===== src/rtl/event_counter_pkg.sv =====
// Shared types and sizing helpers for the event_counter gate/readout controller.
package event_counter_pkg;
    typedef enum logic {IDLE, SEND} state_t;

    localparam logic [3:0] HDR_TAG = 4'hA;
    localparam int         DROP_W  = 16;

    function automatic int words_per_cnt(input int width, input int out_w);
        return width / out_w;
    endfunction

    // Header word plus every counter split into OUT_W slices.
    function automatic int frame_words(input int ncounters, input int width, input int out_w);
        return 1 + ncounters * words_per_cnt(width, out_w);
    endfunction
endpackage


===== src/rtl/event_counter_readout_if.sv =====
// Valid/ready word stream from the readout controller to the backend packetiser.
interface event_counter_readout_if #(
    parameter int OUT_W = 16
);
    logic [OUT_W-1:0] m_data;
    logic             m_valid;
    logic             m_ready;
    logic             m_last;

    modport master (output m_data, output m_valid, output m_last, input m_ready);
    modport slave  (input m_data, input m_valid, input m_last, output m_ready);
endinterface


===== src/rtl/event_counter_readout_gate_timer.sv =====
// Gate period timer: clamps the period to >= 2, detects the enable rising edge
// and flags the last cycle of each gate period.
module gate_timer #(
    parameter int PERIOD_W = 32
) (
    input  logic                clk,
    input  logic                rst,
    input  logic                enable,
    input  logic [PERIOD_W-1:0] period,
    output logic                tick,
    output logic                start_pulse
);
    logic                en_q;
    logic [PERIOD_W-1:0] timer;
    logic [PERIOD_W-1:0] p_eff;
    logic [PERIOD_W-1:0] p_clamp;

    assign p_clamp     = (period < PERIOD_W'(2)) ? PERIOD_W'(2) : period;
    assign start_pulse = enable && !en_q;
    assign tick        = enable && !start_pulse && (timer == p_eff - PERIOD_W'(1));

    always_ff @(posedge clk) begin
        if (rst) begin
            en_q  <= 1'b0;
            timer <= '0;
            p_eff <= PERIOD_W'(2);
        end else begin
            en_q <= enable;
            if (!enable || start_pulse || tick)
                timer <= '0;
            else
                timer <= timer + PERIOD_W'(1);
            // The period only takes effect at a gate boundary.
            if (start_pulse || tick)
                p_eff <= p_clamp;
        end
    end
endmodule


===== src/rtl/event_counter_readout.sv =====
// Gate/readout controller: clears the counter bank each gate period, snapshots the
// pre-clear values and streams them as a framed OUT_W-bit valid/ready sequence.
module event_counter_readout
    import event_counter_pkg::*;
#(
    parameter int NCOUNTERS = 3,
    parameter int WIDTH     = 48,
    parameter int PERIOD_W  = 32,
    parameter int OUT_W     = 16
) (
    input  logic                       clk,
    input  logic                       rst,
    input  logic                       enable,
    input  logic [PERIOD_W-1:0]        period,
    input  logic [NCOUNTERS*WIDTH-1:0] counters,
    output logic [NCOUNTERS-1:0]       load,
    event_counter_readout_if.master    strm,
    output logic                       busy,
    output logic [DROP_W-1:0]          dropped
);
    localparam int WPC   = words_per_cnt(WIDTH, OUT_W);
    localparam int FW    = frame_words(NCOUNTERS, WIDTH, OUT_W);
    localparam int IDX_W = $clog2(FW);

    state_t                     state, state_n;
    logic                       tick, start_pulse;
    logic [11:0]                seq, seq_inc;
    logic [FW-1:0][OUT_W-1:0]   frame_q, frame_d;
    logic [IDX_W-1:0]           idx;
    logic                       beat, last_xfer, accept, drop;

    gate_timer #(.PERIOD_W(PERIOD_W)) u_timer (
        .clk         (clk),
        .rst         (rst),
        .enable      (enable),
        .period      (period),
        .tick        (tick),
        .start_pulse (start_pulse)
    );

    assign load      = {NCOUNTERS{tick | start_pulse}};
    assign seq_inc   = seq + 12'd1;
    assign beat      = (state == SEND) && strm.m_ready;
    assign last_xfer = beat && (idx == IDX_W'(FW - 1));
    assign accept    = tick && ((state == IDLE) || last_xfer);
    assign drop      = tick && !accept;

    assign busy         = (state == SEND);
    assign strm.m_valid = (state == SEND);
    assign strm.m_data  = (state == SEND) ? frame_q[0] : '0;
    assign strm.m_last  = (state == SEND) && (idx == IDX_W'(FW - 1));

    // Frame slot 0 goes out first: header, then each counter MSB slice first.
    always_comb begin
        frame_d    = '0;
        frame_d[0] = {HDR_TAG, seq_inc};
        for (int c = 0; c < NCOUNTERS; c++)
            for (int j = 0; j < WPC; j++)
                frame_d[1 + c*WPC + j] = counters[c*WIDTH + (WPC-1-j)*OUT_W +: OUT_W];
    end

    always_ff @(posedge clk) begin
        if (rst) state <= IDLE;
        else     state <= state_n;
    end

    always_comb begin
        state_n = state;
        case (state)
            IDLE:    if (accept) state_n = SEND;
            SEND:    if (last_xfer) state_n = accept ? SEND : IDLE;
            default: state_n = IDLE;
        endcase
    end

    always_ff @(posedge clk) begin
        if (rst) begin
            seq     <= '0;
            frame_q <= '0;
            idx     <= '0;
            dropped <= '0;
        end else begin
            if (tick)
                seq <= seq_inc;
            if (accept) begin
                frame_q <= frame_d;
                idx     <= '0;
            end else if (beat) begin
                frame_q <= {OUT_W'(0), frame_q[FW-1:1]};
                idx     <= idx + IDX_W'(1);
            end
            if (drop && dropped != '1)
                dropped <= dropped + DROP_W'(1);
        end
    end
endmodule


===== src/flat_wrapper.sv =====
// flat-port wrapper written by rule: the top's interface ports become plain ports
module event_counter_readout_flat import event_counter_pkg::*;
#(
    parameter int NCOUNTERS = 3,
    parameter int WIDTH     = 48,
    parameter int PERIOD_W  = 32,
    parameter int OUT_W     = 16
)
  (clk, rst, enable, period, counters, load, busy, dropped, strm_m_data, strm_m_valid, strm_m_last, strm_m_ready);
  event_counter_readout_if #(.OUT_W(OUT_W)) strm_i ();
  input  logic clk;
  input  logic rst;
  input  logic enable;
  input  logic [PERIOD_W-1:0] period;
  input  logic [NCOUNTERS*WIDTH-1:0] counters;
  output logic [NCOUNTERS-1:0] load;
  output logic busy;
  output logic [DROP_W-1:0] dropped;
  output wire logic [$bits(strm_i.m_data)-1:0] strm_m_data;
  output wire logic [$bits(strm_i.m_valid)-1:0] strm_m_valid;
  output wire logic [$bits(strm_i.m_last)-1:0] strm_m_last;
  input wire logic [$bits(strm_i.m_ready)-1:0] strm_m_ready;
  assign strm_m_data = strm_i.m_data;
  assign strm_m_valid = strm_i.m_valid;
  assign strm_m_last = strm_i.m_last;
  assign strm_i.m_ready = strm_m_ready;
  event_counter_readout #(.NCOUNTERS(NCOUNTERS), .WIDTH(WIDTH), .PERIOD_W(PERIOD_W), .OUT_W(OUT_W)) u_core (.clk(clk), .rst(rst), .enable(enable), .period(period), .counters(counters), .load(load), .strm(strm_i), .busy(busy), .dropped(dropped));
endmodule

===== config.mk =====
export PLATFORM = sky130hd
export DESIGN_NAME = event_counter_readout_flat
export DESIGN_NICKNAME = d
export VERILOG_FILES = /design/src/rtl/event_counter_pkg.sv /design/src/rtl/event_counter_readout_if.sv /design/src/rtl/event_counter_readout_gate_timer.sv /design/src/rtl/event_counter_readout.sv /design/src/flat_wrapper.sv
export SDC_FILE = /design/constraint.sdc
export NUM_CORES = 1
export LEC_CHECK = 0
export CORE_MARGIN = 4
export CORE_UTILIZATION = 33
export CTS_BUF_LIST = sky130_fd_sc_hd__clkbuf_8
export CTS_CLUSTER_DIAMETER = 50
export DETAILED_ROUTE_END_ITERATION = 8
export SYNTH_ARGS = -nofsm -noshare
export SYNTH_HDL_FRONTEND = slang
export SYNTH_SLANG_ARGS = --single-unit

===== constraint.sdc =====
create_clock -name clk -period 13.63 [get_ports clk]
set_clock_uncertainty 0.1 [all_clocks]
set_input_delay 4.089 -clock clk [delete_from_list [all_inputs] [get_ports clk]]
set_output_delay 4.089 -clock clk [all_outputs]
set_load 0.05 [all_outputs]

Word level (Yosys, flattened, before mapping). Index checks and enable logic that the tools add are counted.

Add/sub/neg operators: 5. Magnitude comparators: 1. Equality and inequality tests: 3. Mux-type cells: 7. Bitwise operators: 2. Reductions and logical operators: 20.

Operators by type and width (number): 2-to-1 mux 160 bit (2); adder 32 x 1 -> 32 bit, second input constant (1); equality test 32 bit (1); less-than comparator 32 x 2 -> 1 bit, second input constant (1); 2-to-1 mux 32 bit (1); subtractor 32 x 1 -> 32 bit, second input constant (1); adder 16 x 1 -> 16 bit, second input constant (1); 2-to-1 mux 16 bit (1); != test 16 bit, second input constant (1); adder 12 x 1 -> 12 bit, second input constant (1); logical AND 1 bit (9); adder 4 x 1 -> 4 bit, second input constant (1); equality test 4 bit, second input constant (1); zero test 1 bit (4); logical OR 1 bit (4); OR reduction 2 bit (2); 2-to-1 mux 1 bit (2); case mux 1 bit (2 select lines) (1); nonzero test 2 bit (1); inverter 1 bit (1); bitwise OR 1 bit (1).

Register bits after elaboration: 258. Input port bits: 180. Output and inout bits: 38. Word-level logic and storage cells: 56.

Depth between registers and ports, before layout.
Depth after elaboration: 9. Gate-level depth with buffers: 14. Mapped depth without buffers: 11.

Hierarchy. From an unflattened synthesis, not the netlist that was laid out.

Cell total of the unflattened synthesis: 1574. Area total of the unflattened synthesis: 12687.2 sq um.

By module, submodules not included: event_counter_readout (instances 1, cells an instance 1078, area an instance 8466.9 sq um, sequential area each 3863.7 sq um); gate_timer (instances 1, cells an instance 496, area an instance 4220.3 sq um, sequential area each 1301.2 sq um).

Least setup slack after synthesis. No wires, ideal clock.

Path kind: input port to output port. From: in enable. To: out load[1]. Arrival time: 4979 ps. Required time: 9441 ps. Path slack: 4462 ps. Stages on the path: 4. Path buffers: 3. Cell sequence: a21boi_0 buf_2 buf_4 buf_4.

Cells in the longest elaborated chain, start to end: 5.

RTL lines: from (decl) (line flat_wrapper.sv:13) `input logic enable;`; logical AND 1 bit (line event_counter_readout_gate_timer.sv:19) `assign start_pulse = enable && !en_q;`; zero test 1 bit (line event_counter_readout_gate_timer.sv:20) `assign tick = enable && !start_pulse && (timer == p_eff - PERIOD_W'(1));`; logical AND 1 bit (2 in a row) (line event_counter_readout_gate_timer.sv:20); bitwise OR 1 bit (*) (line event_counter_readout.sv:41) `assign load = {NCOUNTERS{tick | start_pulse}};`; to (decl) (line flat_wrapper.sv:16) `output logic [NCOUNTERS-1:0] load;`.

Mark *: on every way between the ends. The rest lies on a longest branch, timed or not.

Worst setup path after layout.
From: in enable. To: out load[2].

Same word-level chain as after synthesis.

==> flow_summary.ini <==
[status]
outcome = complete, no violations

[worst_setup_path]
crit_type = input port to output pin
critPathRequiredTime_ps = 9440
reg2reg_to = u_core.frame_q[50]$_SDFFE_PP0P_
crit_top_cell = clkdlybuf4s50_1
critPathMaxFanout = 23
cp-startpoint = enable
cp_slowest_cell = clkdlybuf4s50_1
startpoint_type = input port
crit-reg2reg-launch = u_core.u_timer.p_eff[0]$_SDFFE_PP0P_
crit_buf_inv = 2
rrSetupSlack_ps = 8300
end_kind = output pin
cp_slowest_stage_delay_ps = 970
path_cells = clkdlybuf4s50_1, a21boi_4, clkdlybuf4s50_1
cp.depth = 3
reg2reg_depth = 12
cp.arrival_ps = 6380
worstSetupEndpoint = load[2]
crit_family = buffers and inverters

[yosys]
netlist-cell-type-count = 56
synthCells = 1515
ys_seq_elements = 258
synth_edf_count = 0
synth_nets = 1701
syn_area_sq_um = 12100
synth_area_leader_cell = dfxtp_1
synthTopCellsByCount = 328 x nand2_1, 258 x dfxtp_1, 241 x nor2_1
yosysSeqAreaShare_pct = 42.8
synth_area_leaders = dfxtp_1 43%, nand2_1 10%, a311oi_1 10%, nor2_1 7.5%, xnor2_1 3.8%
ys_warn_count = 0
synth.most_common_cell = nand2_1
syn_area_per_cell_sq_um = 7.97
synth_top_area_share_pct = 42.8
ys_async_sr_fraction_pct = 0
synth-main-ff-cell = dfxtp_1

[timing]
fin_crit_sh_pct = 77.6
relSlewSlack_pct = 25.9
grt_setup_unrepaired = no
fmax_mhz = 94.6
hold_violations = 0
maxSlewViolCount = 0
fin_ws_ps = 3060
hold-worst-slack_ps = 340
min_period_ps = 10570
fin_tns_setup_ps = 0
setup_violations = 0
max_slew.worst_pin.slew_ps = 1110

[placement]
dp_hpwl_microns = 25200
io_buffers = 217
place.gp.congestion = 0.812
dp_slack_ps = 3050

[routing]
drtIter0Drc = 780
drt_wl_total_microns = 37000
antenna_left = 0
via_per_inst = 5.23
num_vias = 11300
drc = 0
first_pass_iters = 5
wl_per_cell_microns = 17.1

[die]
core-area_sq_um = 35800
dieArea_sq_um = 39700
fp.dieH_microns = 199
io_pins = 218
initial_utilization_pct = 33.7
die_w_microns = 199
num_rows = 69

[global_route]
grt_pass1_vias = 10900
grt_util_met2_pct = 26.4
gr-total-overflow = 0
grtUsageMet3_pct = 3.24
top_usage_layer = met2
antenna_found_initial = 1
grt_pass1_wl_microns = 57600
grt_use_total_pct = 17.7
grt_max_degree = 105
gr-usage-met1_pct = 25.8

[cts]
cts.clk_slew.worst_paths_ps = 60
cts_max_level = 2
cts.repair.resized = 0
clock_latency_ps = 570
cts_hold_buf = 0
cts.sinks = 258
clock-root-buffer = clkbuf_8
cts_tree = built
cts-buffers-inserted = 47
clockBufferDepth = 3
cts_setup_buffers = 0

[layout]
layout-drive-gt1-share_pct = 5.33
utilization_pct = 42.9
antenna_cells = 0
area_growth_pct = 27.4
nNetsFinal = 1861

[power]
p_leak_uw = 0.00522
power_uw = 1610
peakVddDrop_mv = 0.0571
power.density_nw_per_um2 = 105

[worst_hold_path]
hold_class = flip-flop to flip-flop

[job]
cap_viol_max_count = 0
layout make-up:
cell class / count / area (sq um)
Clock buffer: 57 / 785
Multi-Input combinational cell: 1130 / 6440
Sequential cell: 258 / 5160
Tap cell: 461 / 577
Inverter: 11 / 41.3
Clock inverter: 25 / 133
Timing Repair Buffer: 227 / 2250
Fill cell: 3556 / 20400
worst reg2reg max path: cells and delay by family, from the launching register on:
family / cells / cell delay (ps)
fa+ha+maj: 1 / 230
simple gates: 6 / 2700
flops: 1 / 340
compound gates: 2 / 690
buf+inv: 3 / 1110
sequential cells by signal, indices dropped and copies added, names as in the netlist:
register,cells
u_core.u_timer.p_eff,32
u_core.seq,12
u_core.busy,1
u_core.u_timer.timer,32
u_core.dropped,16
u_core.frame_q,160
u_core.u_timer.en_q,1
u_core.idx,4
per-stage QoR:
| stage | instance area (sq um) | std cells |
|---|---|---|
| floorplan | 12100 | 1515 |
| global placement | 14500 | 2087 |
| detailed placement | 14500 | 2087 |
| CTS | 15400 | 2169 |
| global route | 15400 | 2169 |
| finish | 15400 | 2169 |
power breakdown:
group / internal [uW] / switching (uW) / leakage (uW)
combinational: 72.5 / 58.1 / 0.00259
sequential: 761 / 9.52 / 0.00208
clock: 395 / 318 / 0.000546
metal layers:
layer | routed length (microns) | vias up | share of wire (%)
li1 | - | 5623 | -
met1 | 17900 | 5359 | 48
met2 | 16100 | 296 | 43
met3 | 2050 | 54 | 5.5
met4 | 1010 | 2 | 2.7
met5 | 7 | - | 0.019
worst min-delay path by stage:
stage / to / start / depth (start not counted)
4_1_cts: u_core.frame_q[101]$_SDFFE_PP0P_ / u_core.frame_q[117]$_SDFFE_PP0P_ / 2
6_report: u_core.frame_q[101]$_SDFFE_PP0P_ / u_core.frame_q[117]$_SDFFE_PP0P_ / 2
5_1_grt: u_core.frame_q[138]$_SDFFE_PP0P_ / u_core.frame_q[154]$_SDFFE_PP0P_ / 2
2_1_floorplan: u_core.u_timer.timer[0]$_SDFF_PP0_ / u_core.u_timer.timer[0]$_SDFF_PP0_ / 1
3_3_place_gp: u_core.frame_q[152]$_SDFFE_PP0P_ / u_core.frame_q[152]$_SDFFE_PP0P_ / 2
3_5_place_dp: u_core.frame_q[147]$_SDFFE_PP0P_ / u_core.frame_q[147]$_SDFFE_PP0P_ / 2
layout by cell type (no fill, tap or decap), drive strengths merged, types with 3 or more instances in the layout:
master,count
o31ai,5
xnor2,53
nor3,28
buf,11
or3,14
nor2b,4
and4,4
nand4,13
clkdlybuf4s50,216
a311oi,139
or4,8
or2,5
a21oi,36
xor2,41
nand3,48
nand2b,3
o21ai,12
nor2,241
and3,18
ha,6
clkbuf,57
nand2,328
a31o,3
and2,21
dfxtp,258
a211oi,4
a31oi,3
o31a,5
mux2i,37
nor4,23
inv,32
a2111oi,3
cell families (layout without fill, tap and decap cells):
| family | after synthesis | count (layout) | synth area share (%) |
|---|---|---|---|
| AOI/OAI and AO/OA | 223 | 223 | 14.6 |
| xor gates and xnor gates | 94 | 94 | 6.82 |
| adders and majority gates | 6 | 6 | 0.622 |
| buffers and inverters | 127 | 320 | 4.18 |
| DFF | 258 | 258 | 42.8 |
| muxes | 38 | 38 | 3.16 |
| and+or+nand+nor | 769 | 769 | 27.9 |
(Power assumes the default switching activity.)
==> patch, RTL diff (config.mk and constraints unchanged) <==
`WIDTH` is set to 48 in 2 places; all go to 44.
--- a/src/rtl/event_counter_readout.sv
+++ b/src/rtl/event_counter_readout.sv
@@ -5,5 +5,5 @@
 #(
     parameter int NCOUNTERS = 3,
-    parameter int WIDTH     = 48,
+    parameter int WIDTH     = 44,
     parameter int PERIOD_W  = 32,
     parameter int OUT_W     = 16
--- a/src/flat_wrapper.sv
+++ b/src/flat_wrapper.sv
@@ -3,5 +3,5 @@
 #(
     parameter int NCOUNTERS = 3,
-    parameter int WIDTH     = 48,
+    parameter int WIDTH     = 44,
     parameter int PERIOD_W  = 32,
     parameter int OUT_W     = 16
Interface: changed (resized counters); port bits go from 218 to 206. The function was not compared with the original's and may differ.
==> patch against the original RTL <==
Wire length is 23% lower. Synthesized area is 17% lower. Power is 17% lower. Sequential cell count is 49 lower. Count of clock-buffer cells in the layout is 6 lower. Worst setup slack better by 310 ps. Design area is 17% lower. Synthesized cell count is 18% lower. Via count is 20% lower.
==> patch: results (changes against the original RTL) <==
- Peak supply drop: 0.0000651 V (+14%)
- Final wirelength: 28500 microns (-23%)
- Worst reg2reg setup slack: 8240 ps (-60 ps)
- Ratio of cells with drive above 1 in the final layout: 5.71% (+0.38 points)
- Switching share of power: 24.6% (+0.71 points)
- Critical path endpoint: load[1]
- Worst rel slew slack: 26.3% (+0.45 points)
- Worst-path fanout max: 34 (+48%)
- WL/cell: 15.9 microns (-7.1%)
- Largest registers: u_core.frame_q: 112 flops, u_core.u_timer.p_eff: 32 flops, u_core.u_timer.timer: 32 flops
- Layout Nets: 1547 (-17%)
- Outcome: complete, no violations
- Most instantiated cells after synthesis: nand2_1 (221), dfxtp_1 (209), nor2_1 (191)
- Drt first-iter violations: 559 (-28%)
- Largest net degree at the start of global routing: 103 (-1.9%)
- Min-Delay Path Class: reg2reg
- Placed cell count: 1720 (-18%)
- Int Power: 1.01 mW (-17%)
- Num CTS Buffers: 41 (-13%)
- Worst skew pair latency: 540 ps (-30 ps)
- Crit path arrival time: 6070 ps (-310 ps)
- First-pass GRT wire length: 45500 microns (-21%)
- DP Area: 11900 sq um (-18%)
- Mapped Avg Cell Area: 8.04 sq um (+0.89%)
- Cell variety after synth: 53 (-5.4%)
- Number of global-route vias before repair: 8826 (-19%)
- Clock-net power: 0.611 mW (-14%)
- Port bufs: 169 (-22%)
- Routability-driven placement congestion ratio: 0.867 (+6.8%)
- R2R Path End: u_core.frame_q[42]$_SDFFE_PP0P_
- Hpwl dp: 19400 microns (-23%)
- Avg Vias per Cell: 5.08 (-2.8%)
- Reg-to-reg startpoint: u_core.u_timer.p_eff[13]$_SDFFE_PP0P_
- CP peak stage delay: 740 ps (-230 ps)
- Area contributors post-synth: dfxtp_1 (42%), nand2_1 (8.3%), a311oi_1 (8.0%)
[patch: per-layer routing]
metal  part of all wire, %  vias up  track usage, %
met3                   4.6       33            3.41
met5                     0        -               0
met1                    48     4271            22.9
li1                      -     4627               -
met2                    46      185            25.8
met4                   1.7        0            4.44
[patch: logic make-up (layout without fill, tap and decap cells)]
logic type | count (synthesis) | count (layout) | synth area share [%]
compound gates | 163 | 163 | 12.7
xor+xnor | 99 | 99 | 8.68
fa+ha+maj | 6 | 6 | 0.752
buf+inv | 107 | 267 | 4.20
flops | 209 | 209 | 41.9
mux | 38 | 38 | 3.82
other cells | 0 | 2 | 0
simple gates | 620 | 620 | 28.0
[patch: area by class of cell]
cell class / count / area, sq um
tap: 390 / 488
timing repair buffer: 178 / 1760
fill: 2973 / 17000
multi-input combinational: 926 / 5420
inverter: 17 / 63.8
clock buffer: 51 / 702
clock inverter: 21 / 105
sequential: 209 / 4180
antenna: 2 / 5.00
[patch: worst min-delay path by stage]
stage,start,to,slack (ps),cells past startpoint
6_report,u_core.frame_q[102]$_SDFFE_PP0P_,u_core.frame_q[102]$_SDFFE_PP0P_,360,2
5_1_grt,u_core.frame_q[109]$_SDFFE_PP0P_,u_core.frame_q[109]$_SDFFE_PP0P_,380,2
4_1_cts,u_core.frame_q[109]$_SDFFE_PP0P_,u_core.frame_q[109]$_SDFFE_PP0P_,370,2
3_5_place_dp,u_core.frame_q[109]$_SDFFE_PP0P_,u_core.frame_q[109]$_SDFFE_PP0P_,360,2
3_3_place_gp,u_core.frame_q[111]$_SDFFE_PP0P_,u_core.frame_q[111]$_SDFFE_PP0P_,360,2
2_1_floorplan,u_core.frame_q[100]$_SDFFE_PP0P_,u_core.frame_q[100]$_SDFFE_PP0P_,340,2
